File: src/rtl/motor_ramp_sequencer.sv
// Drive-command sequencer for the two PWM generators. It slews the left/right duties toward
// commanded targets and forces ramp-to-zero plus dead time before any H-bridge reversal.
module motor_ramp_sequencer #(
  parameter logic [16:0] MAX_DUTY   = 17'd100000,
  parameter logic [16:0] STEP       = 17'd1000,
  parameter int          TICK_DIV   = 50000,
  parameter int          DEAD_TICKS = 4
) (
  input  logic        clk,
  input  logic        reset,
  input  logic        cmd_valid,
  output logic        cmd_ready,
  input  logic        cmd_fwd_l,
  input  logic        cmd_fwd_r,
  input  logic [16:0] cmd_duty_l,
  input  logic [16:0] cmd_duty_r,
  input  logic        estop,
  output logic [16:0] duty_l,
  output logic [16:0] duty_r,
  output logic        l1,
  output logic        l2,
  output logic        r1,
  output logic        r2,
  output logic        busy
);

  localparam int TW = $clog2(TICK_DIV);
  localparam int DW = $clog2(DEAD_TICKS + 1);

  typedef enum logic [2:0] {IDLE, RAMP, DOWN, DEAD, ESTOP} state_t;

  state_t        state, state_next;
  logic [TW-1:0] tick_cnt;
  logic          tick;
  logic [16:0]   tgt_l, tgt_r;
  logic          dir_l, dir_r, dir_valid;
  logic          chg_l, chg_r;
  logic [DW-1:0] dead_cnt;

  logic          accept, differs, reversing, rev_done, on_l, on_r;
  logic [16:0]   cap_l, cap_r, ramp_tgt_l, ramp_tgt_r, next_duty_l, next_duty_r;
  logic          apply_dirs, start_rev, enter_dead, leave_dead;

  // The step is taken from the distance to the target, so it can neither overshoot nor wrap.
  function automatic logic [16:0] step_toward(input logic [16:0] cur, input logic [16:0] tgt);
    logic [16:0] diff;
    if (cur < tgt) begin
      diff = tgt - cur;
      return cur + ((diff > STEP) ? STEP : diff);
    end else begin
      diff = cur - tgt;
      return cur - ((diff > STEP) ? STEP : diff);
    end
  endfunction

  assign tick      = (tick_cnt == TW'(TICK_DIV - 1));
  assign cmd_ready = (state == IDLE || state == RAMP) && !estop;
  assign accept    = cmd_valid && cmd_ready;
  assign cap_l     = (cmd_duty_l > MAX_DUTY) ? MAX_DUTY : cmd_duty_l;
  assign cap_r     = (cmd_duty_r > MAX_DUTY) ? MAX_DUTY : cmd_duty_r;
  assign differs   = (cmd_fwd_l != dir_l) || (cmd_fwd_r != dir_r);

  // A reversing side chases zero until its new direction is applied; its new target waits in tgt.
  assign reversing   = (state == DOWN) || (state == DEAD);
  assign ramp_tgt_l  = (reversing && chg_l) ? '0 : tgt_l;
  assign ramp_tgt_r  = (reversing && chg_r) ? '0 : tgt_r;
  assign next_duty_l = tick ? step_toward(duty_l, ramp_tgt_l) : duty_l;
  assign next_duty_r = tick ? step_toward(duty_r, ramp_tgt_r) : duty_r;
  assign rev_done    = (!chg_l || duty_l == '0) && (!chg_r || duty_r == '0);

  assign on_l = dir_valid && !(state == DEAD && chg_l);
  assign on_r = dir_valid && !(state == DEAD && chg_r);
  assign l1   = on_l && !dir_l;
  assign l2   = on_l && dir_l;
  assign r1   = on_r && !dir_r;
  assign r2   = on_r && dir_r;
  assign busy = (state != IDLE);

  // NOTE: non-blocking assignments make every flop see pre-edge values, independent of block order.
  always_ff @(posedge clk or posedge reset) begin
    if (reset) state <= IDLE;
    else       state <= state_next;
  end

  always_ff @(posedge clk or posedge reset) begin
    if (reset)     tick_cnt <= '0;
    else if (tick) tick_cnt <= '0;
    else           tick_cnt <= tick_cnt + TW'(1);
  end

  // NOTE: every output of this block gets a default first, so no path through the case infers a latch.
  always_comb begin
    state_next = state;
    apply_dirs = 1'b0;
    start_rev  = 1'b0;
    enter_dead = 1'b0;
    leave_dead = 1'b0;
    case (state)
      IDLE:
        if (accept) begin
          if (!dir_valid) begin
            apply_dirs = 1'b1;
            state_next = RAMP;
          end else if (differs) begin
            start_rev  = 1'b1;
            state_next = DOWN;
          end else begin
            state_next = RAMP;
          end
        end
      RAMP:
        if (accept) begin
          if (differs) begin
            start_rev  = 1'b1;
            state_next = DOWN;
          end
        end else if (tick && next_duty_l == tgt_l && next_duty_r == tgt_r) begin
          state_next = IDLE;
        end
      DOWN:
        if (rev_done) begin
          enter_dead = 1'b1;
          state_next = DEAD;
        end
      DEAD:
        if (tick && dead_cnt == DW'(1)) begin
          leave_dead = 1'b1;
          state_next = RAMP;
        end
      ESTOP:
        if (!estop) state_next = IDLE;
      default: state_next = IDLE;
    endcase
    if (estop) state_next = ESTOP;
  end

  always_ff @(posedge clk or posedge reset) begin
    if (reset) begin
      duty_l    <= '0;
      duty_r    <= '0;
      tgt_l     <= '0;
      tgt_r     <= '0;
      dir_l     <= 1'b0;
      dir_r     <= 1'b0;
      dir_valid <= 1'b0;
      chg_l     <= 1'b0;
      chg_r     <= 1'b0;
      dead_cnt  <= '0;
    end else if (estop) begin
      // Hard stop: no ramp-down, and the next command re-applies direction without dead time.
      duty_l    <= '0;
      duty_r    <= '0;
      tgt_l     <= '0;
      tgt_r     <= '0;
      dir_valid <= 1'b0;
      chg_l     <= 1'b0;
      chg_r     <= 1'b0;
      dead_cnt  <= '0;
    end else begin
      duty_l <= next_duty_l;
      duty_r <= next_duty_r;
      if (accept) begin
        tgt_l <= cap_l;
        tgt_r <= cap_r;
      end
      if (apply_dirs) begin
        dir_l     <= cmd_fwd_l;
        dir_r     <= cmd_fwd_r;
        dir_valid <= 1'b1;
      end
      if (start_rev) begin
        chg_l <= (cmd_fwd_l != dir_l);
        chg_r <= (cmd_fwd_r != dir_r);
      end
      if (enter_dead)                 dead_cnt <= DW'(DEAD_TICKS);
      else if (state == DEAD && tick) dead_cnt <= dead_cnt - DW'(1);
      if (leave_dead) begin
        dir_l <= dir_l ^ chg_l;
        dir_r <= dir_r ^ chg_r;
        chg_l <= 1'b0;
        chg_r <= 1'b0;
      end
    end
  end

endmodule

File: config.mk
export PLATFORM = sky130hd
export DESIGN_NAME = motor_ramp_sequencer
export DESIGN_NICKNAME = d
export VERILOG_FILES = /design/src/rtl/motor_ramp_sequencer.sv
export SDC_FILE = /design/constraint.sdc
export NUM_CORES = 1
export LEC_CHECK = 0
export ABC_AREA = 1
export CAP_MARGIN = 5
export CORE_MARGIN = 8
export CORE_UTILIZATION = 45
export DETAILED_ROUTE_END_ITERATION = 10
export SLEW_MARGIN = 40
export SYNTH_ARGS = -nofsm -noshare
export SYNTH_HDL_FRONTEND = slang
export SYNTH_SLANG_ARGS = --single-unit
File: constraint.sdc
create_clock -name clk -period 12.75 [get_ports clk]
set_input_delay 2.55 -clock clk [delete_from_list [all_inputs] [get_ports clk]]
set_output_delay 2.55 -clock clk [all_outputs]
set_load 0.005 [all_outputs]
# Word level (Yosys, flattened, before mapping)
# Index checks and enable logic that the tools add are counted.
# Widths: inputs -> output; s select.
totals:
  regBits: 95
  inputBits: 40
  output_inout_bits: 40
  elab_cells: 143
op_classes:
  n_addsub: 10
  magnitude_cmp: 8
  eq_ne: 14
  n_mux: 56
  n_bitwise: 3
  reduce_logical: 40
op_table:
  columns: ["operator", "n"]
  rows:
  - ["$mux 17", 18]
  - ["$sub 17x17->17", 6]
  - ["$gt 17x10->1 const B", 4]
  - ["$add 17x17->17", 2]
  - ["$eq 17x17->1", 2]
  - ["$gt 17x17->1 const B", 2]
  - ["$logic_not 17->1", 2]
  - ["$lt 17x17->1", 2]
  - ["$mux 3", 10]
  - ["$mux 1", 23]
  - ["$logic_and 1x1->1", 17]
  - ["$add 16x1->16 const B", 1]
  - ["$eq 16x16->1 const B", 1]
  - ["$mux 16", 1]
  - ["$pmux 3 s4", 1]
  - ["$ne 3x3->1 const B", 3]
  - ["$reduce_bool 3->1", 3]
  - ["$logic_not 1->1", 7]
  - ["$eq 3x1->1 const B", 2]
  - ["$eq 3x2->1 const B", 2]
  - ["$reduce_bool 2->1", 3]
  - ["$logic_or 1x1->1", 5]
  - ["$reduce_and 5->1", 1]
  - ["$mux 2", 2]
  - ["other kinds (9)", 11]

# Depth between registers and ports, before layout
# Gate-level depths: netlist (run 1).
logic_depth:
  depth_word: 17
  depth_mapped: 55
  mapped_depth_nobuf: 54

# Worst setup path after synthesis (run 1)
# No wires, ideal clock.
synth_timing:
  path_kind: "flip-flop to flip-flop"
  from: "register state[1]"
  to: "register state[0]"
  setup_time_ps: 117
  t_arrival_ps: 5881
  setup_slack_ps: 6752
  path_stages_with_launch: 47
  period_less_slack_ps: 5998
  path_cell_list: "dfrtp_1 -> inv_1 -> nor2_1 -> nand2_1 -> clkbuf_1 -> nand2_1 -> ha_1 -> fa_1 -> inv_1 -> nand3_1 -> nand2_1 -> nand2_1 -> and2_1 -> nand2_1 -> nand3_1 -> nor2_1 -> nor2_4 -> nand2_2 -> [11 not listed] -> ha_1 -> a21oi_1 -> inv_1 -> a31oi_1 -> nand3_1 -> a21boi_0 -> o21ai_0 -> o21ai_0 -> nand2_1 -> xor2_1 -> nor2_1 -> nand4_1 -> nor2_1 -> nand2_1 -> nand2_2 -> nand2_1 -> nand2_1 -> nand2_1"
synth_via:
  elab_chain_cells: 15
  elab_cells_between_ends: 47
synth_rtl:
  columns: ["element", "line", "source"]
  rows:
  - ["from (decl)", "32", "state_t state, state_next;"]
  - ["from (signal assigned)", "82", "else state <= state_next;"]
  - ["$eq 3x2->1", "64, 98", null]
  - ["$logic_or 1x1->1", "64", "assign reversing = (state == DOWN) || (state == DEAD);"]
  - ["$logic_and 1x1->1", "65", "assign ramp_tgt_l = (reversing && chg_l) ? '0 : tgt_l;"]
  - ["$mux 17", "65", null]
  - ["$sub 17x17->17, on equally long branches", "51, 48", null]
  - ["$gt 17x10->1, on equally long branches", "52, 49", null]
  - ["$mux 17, on equally long branches", "52, 49", null]
  - ["$sub 17x17->17 or $add 17x17->17 (tied branches)", "52, 49", null]
  - ["$mux 17", "47", "if (cur < tgt) begin"]
  - ["$mux 17", "67", "assign next_duty_l = tick ? step_toward(duty_l, ramp_tgt_l) : duty_l;"]
  - ["$eq 17x17->1", "117", "end else if (tick && next_duty_l == tgt_l && next_duty_r == tgt_r) begin"]
  - ["$logic_and 1x1->1 (2 in a row)", "117", null]
  - ["$ne 4x3->1 (no source line)", null, null]
  - ["$reduce_and 5->1 (no source line)", null, null]
# Several ways; a longest one is shown, not always the timed one.
# A chain may end at the register's enable or synchronous reset.

# Final worst setup path (run 1)
layout_timing:
  from: "register state[2]"
  to: "register state[0]"
# The elaborated chain is that of the path after synthesis.

==> metrics.md, run 1 <==
| Metric | Value |
|---|---|
| Status | completed |
| Reg2Reg Depth | 48 |
| Largest net degree at the start of global routing | 71 |
| Leading cell types by total area after synthesis | dfrtp_1, nand2_1, ha_1 |
| Clk sink count | 95 |
| MaxCap Viol Count | 0 |
| Post-synth top flop | dfrtp_1 |
| Overflow after GRT | 0 |
| Reg2reg setup slack | 5.23 ns |
| Gp weighted congestion | 0.927 |
| FF-to-FF Start | state[2] |
| CP endpoint kind | register |
| Ys Warns | 0 |
| Routed wire per std cell | 17.1 um |
| Die area | 30600 um^2 |
| Reg-to-Reg End | state[0] |
| Share of cells above drive strength 1 | 5.84% |
| Die width | 175 um |
| Worst EP required | 13.00 ns |
| Via Count | 11786 |
| Worst Setup SP | state[2] |
| CTS tree | built |
| Power density cells | 81.3 nW/um^2 |
| Arrival time worst endpoint | 7.77 ns |
| CTS buffer count | 9 |
| Critical Path Max Stage Delay | 0.50 ns |
| Share of the synthesized area in the top cell type | 20.9% |
| Relative slew margins | 44.3% |
| Iteration-0 DRC Markers | 956 |
| Post-Syn Area | 11400 um^2 |
| Count of cells resized by post-cts repair | 0 |
| DRC | 0 |
| N_diodes | 0 |
| Final nets | 2015 |
| Pre-CTS WS | 5.33 ns |
| Worst Hold Endpoint | tick_cnt[0] |
| Final Skew | 0.0161 ns |
| Critical path class | register to register |
| Initial antenna violation count | 0 |
| Clk_lat worst skew | 0.36 ns |
| Post-layout min period | 7.52 ns |
| Vias per cell | 5.36 |
| DP Wirelength | 30.4 mm |
| Setup violators final | 0 |
| Vias in the first global route | 11292 |
| IO Pins | 80 |
| Buffer depth of the longest clock path | 2 |
| Design Area, Final | 12800 um^2 |
| Library cells used by synthesis | 59 |
| Worst Min Path Start | tick_cnt[0] |
| Measured slew at the worst slew-check pin | 0.834 ns |
| Area occupied by multi-input gates | 7670 um^2 |
| Max-slew violations | 0 |
| Setup TNS after final layout | 0 ns |
| PortBufs | 79 |
| Final Cycle Share | 59.0% |
| Flop and latch count out of synthesis | 95 |
| DRT antenna net count | 0 |
| Leak pwr | 6.88 nW |
| H-tree depth | 3 |
| CTS Root Cell | clkbuf_16 |
| Routed Wire Length | 37.5 mm |
| Post-DP Area | 12500 um^2 |
| Syn nets | 1950 |
| Number of synthesized flops with an enable pin | 0 |
| Storage cell area | 2380 um^2 |
| Hold Path Cell Cnt | 1 |
| Asr flop ratio synth | 100% |
| Final Hold Fails | 0 |
| Fmax | 133 MHz |
| Mean Syn Cell Area | 6.32 um^2 |
| Worst vdd rail ir drop | 0.0644 mV |
| Placed cells | 2182 |
| Mapped Cells | 1798 |
| Most used cell, CP | nand2_1 |
| RSZ-0062 raised after global routing | false |
| Post-CTS Setup Inserts | 0 |
| Final Non-Filler Cells | 2198 |
| Layout area overhead | 12.5% |
| Initial Util | 45.5% |
| Core area | 25000 um^2 |
| DRT Pass-1 Iters | 5 |
| Post-layout worst setup margin | 5.23 ns |
| Global-route wire length before repair | 60.3 mm |
| Count leader, synth | nand2_1 |
| Worst-path clk slew | 0.08 ns |
| Die Y | 175 um |
| Most frequent cells after synthesis | nand2_1, inv_1, nor2_1 |
| Core Rows | 58 |
| Sequential cell area fraction in the yosys report | 20.9% |
| Area leader, netlist | dfrtp_1 |
| Overall power | 1.04 mW |
| CTS Hold Buffers Added | 0 |
| Filler cells | 2656 |
| Hold Path Class | register to register |
| Crit path max fanout | 17 |
| Slowest cell on the critical path | nand2_1 |
| All-Layer GR Usage | 24.4% |
| Startpoint type of the worst setup path | register |
[how the worst max path moves through the flow]
stage | endpoint | slack, ns | cells after the start
after global placement | state[0] | 5.30 | 39
after detailed placement | state[0] | 5.33 | 40
after global routing | state[0] | 4.40 | 50
final | state[0] | 5.23 | 48
after CTS | state[0] | 5.27 | 39
after floorplan | state[0] | 6.75 | 46
[worst max-delay path: cells and delay by family (launching register included)]
kind            cells  cell delay (ns)
simple gates       32             4.63
fa+ha+maj           3             0.95
buf+inv             7             0.69
compound gates      5             0.63
flops               1             0.41
xor+xnor            1             0.10
[layout by cell type, fill, tap and decap left out, types with 6 or more instances in the layout]
cell type | Yosys | layout
nor3_1 | 19 | 19
inv_2 | 14 | 14
nand4_1 | 20 | 20
nand2_1 | 478 | 477
clkbuf_16 | 0 | 9
o21ai_0 | 104 | 104
nand2_2 | 20 | 21
nor2_2 | 7 | 7
nor4_1 | 10 | 10
dfrtp_1 | 95 | 95
clkdlybuf4s50_1 | 0 | 78
a32o_1 | 9 | 9
o21ai_1 | 7 | 7
nand3_1 | 108 | 108
nand3b_1 | 14 | 14
a21oi_1 | 112 | 112
inv_1 | 298 | 297
nor2_1 | 167 | 167
ha_1 | 106 | 106
xnor2_1 | 14 | 14
o211ai_1 | 10 | 10
fa_1 | 6 | 6
nor2_4 | 6 | 6
nand3_2 | 9 | 9
or2_2 | 9 | 9
a31oi_1 | 11 | 11
xor2_1 | 46 | 46
[sequential cells by signal, indices dropped and copies added, names as in the netlist]
register / flops
duty_l: 17
duty_r: 17
tgt_l: 17
tgt_r: 17
tick_cnt: 16
dead_cnt: 3
state: 3
chg_l: 1
chg_r: 1
dir_l: 1
dir_r: 1
dir_valid: 1
[kinds of logic after synthesis]
family	synth area share [%]
simple gates	34.2
compound gates	15.5
flops	20.9
buf+inv	11.6
fa+ha+maj	12.7
xor+xnor	5.06
[layer usage]
| layer | vias up | share of wire [%] | global-route usage (%) | wire length (um) |
|---|---|---|---|---|
| met5 | - | 0 | 0 | 0 |
| met4 | 0 | 2.0 | 5.58 | 739 |
| met3 | 40 | 7.2 | 4.64 | 2720 |
| met2 | 383 | 42 | 36.9 | 15800 |
| met1 | 5428 | 49 | 35.2 | 18300 |
| li1 | 5935 | - | - | - |
[power breakdown]
group | switching, mW | total [mW] | internal [mW]
sequential | 0.0124 | 0.323 | 0.311
combinational | 0.286 | 0.434 | 0.148
clock | 0.138 | 0.282 | 0.143
total | 0.437 | 1.04 | 0.602
[per-stage QoR]
stage          util [%]  hold slack (ns)
6_report           51.2            0.481
5_1_grt            51.2            0.499
4_1_cts            51.2            0.482
3_5_place_dp       49.9            0.470
3_3_place_gp       49.9            0.458
2_1_floorplan         -            0.433
[final cells by class]
| type | count | share of cell area, % |
|---|---|---|
| clock buffers | 10 | 1.87 |
| repair buffers | 84 | 6.47 |
| clock inverters | 6 | 0.499 |
| flip-flops and latches | 95 | 18.6 |
| well taps | 330 | 3.23 |
| inverters | 315 | 9.29 |
| multi-input cells | 1358 | 60.0 |
No activity file was read; power rests on OpenSTA's default activity.
==> inputs of run 2 (changes only) <==
==> constraint.sdc (replaced) <==
create_clock -name clk -period 7.62 [get_ports clk]
set_input_delay 1.524 -clock clk [delete_from_list [all_inputs] [get_ports clk]]
set_output_delay 1.524 -clock clk [all_outputs]
set_load 0.005 [all_outputs]
==> metrics.md, run 2 (same netlist as run 1, synthesis figures left out) <==
| Metric | Value |
|---|---|
| Arrival time worst endpoint | 7.19 ns (-0.58 ns) |
| Hold Path Cell Cnt | 1 (unchanged) |
| Worst Min Path Start | tick_cnt[0] |
| Relative slew margins | 42.0% (-2.2 points) |
| Core Rows | 58 (unchanged) |
| CTS buffer count | 9 (unchanged) |
| RSZ-0062 raised after global routing | false |
| DP Wirelength | 31.2 mm (+2.5%) |
| Worst vdd rail ir drop | 0.123 mV (+90%) |
| Final Non-Filler Cells | 2205 (+0.32%) |
| PortBufs | 79 (unchanged) |
| Die width | 175 um (unchanged) |
| Leak pwr | 6.91 nW (+0.45%) |
| DRT Pass-1 Iters | 5 (unchanged) |
| Setup violators final | 0 (unchanged) |
| Overflow after GRT | 0 (unchanged) |
| IO Pins | 80 (unchanged) |
| GRT Max-Usage Layer | met2 |
| Power density cells | 135 nW/um^2 (+66%) |
| FF-to-FF Start | state[2] |
| Hold Path Class | register to register |
| Layout area overhead | 13.2% |
| N_diodes | 0 (unchanged) |
| Max-slew violations | 0 (unchanged) |
| Iteration-0 DRC Markers | 984 (+2.9%) |
| Final Skew | 0.00876 ns (-0.00737 ns) |
| Worst-path clk slew | 0.08 ns (about the same) |
| Post-layout min period | 6.95 ns (-0.576 ns) |
| Reg2Reg Depth | 45 (-6.3%) |
| Most used cell, CP | nand2_1 |
| MaxCap Viol Count | 0 (unchanged) |
| Slowest cell on the critical path | dfrtp_1 |
| Routed wire per std cell | 17.2 um (+1.1%) |
| Met2 usage | 37.6% (+0.74 points) |
| Setup TNS after final layout | 0 ns (unchanged) |
| Gp weighted congestion | 0.976 (+5.2%) |
| Reg2reg setup slack | 0.67 ns (-4.55 ns) |
| Clk_lat worst skew | 0.35 ns (about the same) |
| Clk sink count | 95 (unchanged) |
| CP endpoint kind | register |
| Die area | 30600 um^2 (unchanged) |
| Vias in the first global route | 11220 (-0.64%) |
| Status | completed |
| Crit path max fanout | 17 (unchanged) |
| DRT antenna net count | 0 (unchanged) |
| Most common cell after layout, fill and taps aside | nand2_1 |
| Commonest cells after routing, fill and taps aside | nand2_1, inv_1, nor2_1 |
| Final Cycle Share | 91.2% (+32 points) |
| Routing usage on met3 | 4.45% (-0.19 points) |
| Critical path class | register to register |
| Global-route wire length before repair | 61.3 mm (+1.6%) |
| Share of cells above drive strength 1 | 6.51% (+0.67 points) |
| Final Hold Fails | 0 (unchanged) |
| Buffer depth of the longest clock path | 2 (unchanged) |
| Routed Wire Length | 38.0 mm (+1.4%) |
| Placed cells | 2188 (+0.27%) |
| H-tree depth | 3 (unchanged) |
| Core area | 25000 um^2 (unchanged) |
| Via Count | 11795 (+0.076%) |
| M1 GR Usage | 36.5% (+1.3 points) |
| Reg-to-Reg End | state[0] |
| Measured slew at the worst slew-check pin | 0.868 ns (+0.0335 ns) |
| Final nets | 2022 (+0.35%) |
| Vias per cell | 5.35 (-0.24%) |
| Critical Path Max Stage Delay | 0.44 ns (-0.06 ns) |
| Largest net degree at the start of global routing | 74 (+4.2%) |
| DRC | 0 (unchanged) |
| Worst Hold Endpoint | tick_cnt[0] |
| Initial antenna violation count | 1 (+1) |
| Worst EP required | 7.86 ns (-5.14 ns) |
| Startpoint type of the worst setup path | register |
| CTS tree | built |
| Initial Util | 45.5% (unchanged) |
| Die Y | 175 um (unchanged) |
| All-Layer GR Usage | 24.9% (+0.45 points) |
| Fmax | 144 MHz (+8.3%) |
| CTS Root Cell | clkbuf_16 |
==> run 2: cell count changes in the layout (fill, tap and decap cells not counted), moves of 2 or more <==
cell        previous run  this run
nor2_1               167       165
nand2_1              477       474
a21oi_2                5         7
buf_4                  4        11
inv_8                  2         0
clkinvlp_4             1         3
==> run 2: final cells by class <==
type | instances | area, um^2
flip-flops and latches | 95 | 2380
clock buffers | 10 | 239
fillers | 2681 | 12100
multi-input cells | 1358 | 7720
clock inverters | 6 | 45.0
inverters | 315 | 1190
well taps | 330 | 413
repair buffers | 91 | 880
==> run 2: power breakdown <==
group | switching (mW) | leakage, nW | internal [mW]
Sequential | 0.0205 | 1.29 | 0.520
Clock | 0.221 | 0.131 | 0.232
Combinational | 0.489 | 5.49 | 0.253
Total | 0.731 | 6.91 | 1.01
==> run 2: worst max path at each step <==
| stage | to | startpoint | cells past startpoint | slack, ns |
|---|---|---|---|---|
| finish | state[0] | state[2] | 45 | 0.67 |
| global route | state[0] | state[2] | 49 | 0.006 |
| CTS | state[0] | state[2] | 48 | 0.11 |
| detailed placement | state[0] | state[2] | 48 | 0.16 |
| global placement | state[0] | state[2] | 48 | 0.27 |
| floorplan | state[0] | state[1] | 46 | 1.62 |
==> run 2: worst max-delay path: cells and delay by family, from the launching register on <==
family | cells | cell delay, ns
buffers and inverters | 4 | 0.28
flip-flops | 1 | 0.44
AND/OR/NAND/NOR | 32 | 3.98
adder cells (fa/ha/maj) | 3 | 0.96
AO/OA/AOI/OAI | 5 | 0.92
XOR/XNOR | 1 | 0.19
==> run 2: metrics by stage <==
stage	setup WS [ns]	util [%]	area (um^2)	hold WS, ns	power, mW
finish	0.674	51.5	12900	0.469	1.74
detailed placement	0.163	50.2	12500	0.461	1.27
global route	0.00594	51.5	12900	0.497	1.85
CTS	0.107	51.3	12800	0.472	1.73
global placement	0.275	50.1	12500	0.450	1.27
floorplan	1.62	-	11400	0.433	1.07
==> run 2: per-layer routing <==
metal,vias up,wire (um)
li1,5940,-
met2,349,16100
met3,26,2470
met5,-,0
met4,0,375
met1,5480,19100
==> run 2: timing repair <==
item                                    in CTS  in global routing
endpoints found under the setup margin       0                  3
setup buffers                                0                  1
hold endpoints to repair                     0                  0
hold buffers                                 0                  0
gates resized for setup                      0                 12
==> inputs of run 3 (changes only) <==
--- a/config.mk
+++ b/config.mk
@@ -10,6 +10,8 @@
 export CORE_MARGIN = 8
 export CORE_UTILIZATION = 45
 export DETAILED_ROUTE_END_ITERATION = 10
+export DONT_BUFFER_PORTS = 1
+export SETUP_SLACK_MARGIN = 0.1
 export SLEW_MARGIN = 40
 export SYNTH_ARGS = -nofsm -noshare
 export SYNTH_HDL_FRONTEND = slang
==> metrics.md, run 3 (same netlist as run 1, synthesis figures left out) <==
| Metric | Value |
|---|---|
| Status | completed |
| Final Skew | 0.0179 ns (+0.00912 ns) |
| Critical path class | register to register |
| Power density cells | 139 nW/um^2 (+3.3%) |
| Critical Path Max Stage Delay | 0.44 ns (about the same) |
| Initial antenna violation count | 0 (-1) |
| Placed cells | 2110 (-3.6%) |
| Final nets | 1945 (-3.8%) |
| CP endpoint kind | register |
| Routed wire per std cell | 17.2 um (-0.43%) |
| CTS buffer count | 9 (unchanged) |
| Core area | 25000 um^2 (unchanged) |
| CTS Root Cell | clkbuf_16 |
| Slowest cell on the critical path | dfrtp_1 |
| Setup violators final | 0 (unchanged) |
| Most used cell, CP | nand2_1 |
| Final Hold Fails | 0 (unchanged) |
| Die width | 175 um (unchanged) |
| DP Wirelength | 30.0 mm (-3.9%) |
| IO Pins | 80 (unchanged) |
| Worst-path clk slew | 0.09 ns (about the same) |
| Share of cells above drive strength 1 | 6.84% (+0.33 points) |
| Post-layout min period | 6.89 ns (-0.0589 ns) |
| N_diodes | 0 (unchanged) |
| Die area | 30600 um^2 (unchanged) |
| Worst vdd rail ir drop | 0.101 mV (-17%) |
| Final Non-Filler Cells | 2128 (-3.5%) |
| DRT antenna net count | 0 (unchanged) |
| Gp weighted congestion | 0.936 (-4.1%) |
| Relative slew margins | 43.0% (+0.96 points) |
| Most common cell after layout, fill and taps aside | nand2_1 |
| Leak pwr | 6.66 nW (-3.7%) |
| H-tree depth | 3 (unchanged) |
| Hold Path Cell Cnt | 1 (unchanged) |
| CTS tree | built |
| Overflow after GRT | 0 (unchanged) |
| Clk sink count | 95 (unchanged) |
| Max-slew violations | 0 (unchanged) |
| MaxCap Viol Count | 0 (unchanged) |
| Filler cells | 2640 (-1.5%) |
| Startpoint type of the worst setup path | register |
| Routed Wire Length | 36.5 mm (-3.9%) |
| DRC | 0 (unchanged) |
| PortBufs | 0 (-100%) |
| Initial Util | 45.5% (unchanged) |
| Via Count | 11483 (-2.6%) |
| Arrival time worst endpoint | 7.14 ns (-0.05 ns) |
| Buffer depth of the longest clock path | 2 (unchanged) |
| Hold Path Class | register to register |
| RSZ-0062 raised after global routing | false |
| Die Y | 175 um (unchanged) |
| Fmax | 145 MHz (+0.86%) |
| Commonest cells after routing, fill and taps aside | nand2_1, inv_1, nor2_1 |
| Layout area overhead | 6.54% |
| Iteration-0 DRC Markers | 874 (-11%) |
| Fin util | 48.5% (-3.0 points) |
| Setup TNS after final layout | 0 ns (unchanged) |
| Vias in the first global route | 10900 (-2.9%) |
| Reg2reg setup slack | 0.73 ns (+0.06 ns) |
| Largest net degree at the start of global routing | 72 (-2.7%) |
| Reg2Reg Depth | 45 (unchanged) |
| Final Cycle Share | 90.4% (-0.77 points) |
| Vias per cell | 5.40 (+0.88%) |
| Crit-path leading delay family | simple AND/OR/NAND/NOR gates |
| Buffers & Inverters on Critical Path | 5 (+1) |
| DRT Pass-1 Iters | 6 (+1) |
| Crit path max fanout | 10 (-7) |
| All-Layer GR Usage | 23.7% (-1.2 points) |
| Clk_lat worst skew | 0.36 ns (about the same) |
| Worst EP required | 7.88 ns (+0.02 ns) |
| Measured slew at the worst slew-check pin | 0.853 ns (-0.0144 ns) |
| Global-route wire length before repair | 58.8 mm (-4.1%) |
| CP Depth | 45 (unchanged) |
| Core Rows | 58 (unchanged) |
## run 3: final timing paths
path / startpoint / to
min reg2reg: tick_cnt[0] / tick_cnt[0]
max reg2reg: state[2] / state[0]
min in group asynchronous: reset / tick_cnt[0]
max in group asynchronous: reset / tgt_l[12]
min: tick_cnt[0] / tick_cnt[0]
max: state[2] / state[0]
## run 3: metrics by stage
step	total power [mW]	setup WS, ns	hold slack (ns)	instance area (um^2)
floorplan	1.07	1.62	0.433	11400
global placement	1.23	0.347	0.453	11700
detailed placement	1.23	0.196	0.467	11700
CTS	1.69	0.157	0.478	12000
global route	1.80	0.102	0.490	12100
finish	1.69	0.732	0.473	12100
## run 3: what timing repair did
| item | 4_1_cts | 5_1_grt |
|---|---|---|
| hold buffers | 0 | 0 |
| setup buffers | 0 | 2 |
| gates resized for setup | 0 | 16 |
| setup endpoints to repair | 0 | 3 |
## run 3: cell type report
| class | count | area [um^2] | area share [%] |
|---|---|---|---|
| Sequential cell | 95 | 2380 | 19.6 |
| Clock inverter | 6 | 57.6 | 0.476 |
| Tap cell | 330 | 413 | 3.41 |
| Inverter | 315 | 1180 | 9.79 |
| Clock buffer | 10 | 229 | 1.89 |
| Timing Repair Buffer | 14 | 121 | 1.00 |
| Multi-Input combinational cell | 1358 | 7720 | 63.8 |
## run 3: where the power goes
group,internal [mW],switching (mW),leakage (nW)
logic,0.227,0.465,5.22
clock network,0.231,0.224,0.142
registers,0.520,0.0202,1.29
total,0.978,0.709,6.66
## run 3: per-layer routing
metal	track usage [%]	part of all wire [%]	vias up
met5	0	0	-
met2	35.8	43	349
met1	34.5	48	5299
met3	4.34	7.6	35
met4	4.45	1.5	0
li1	-	-	5800
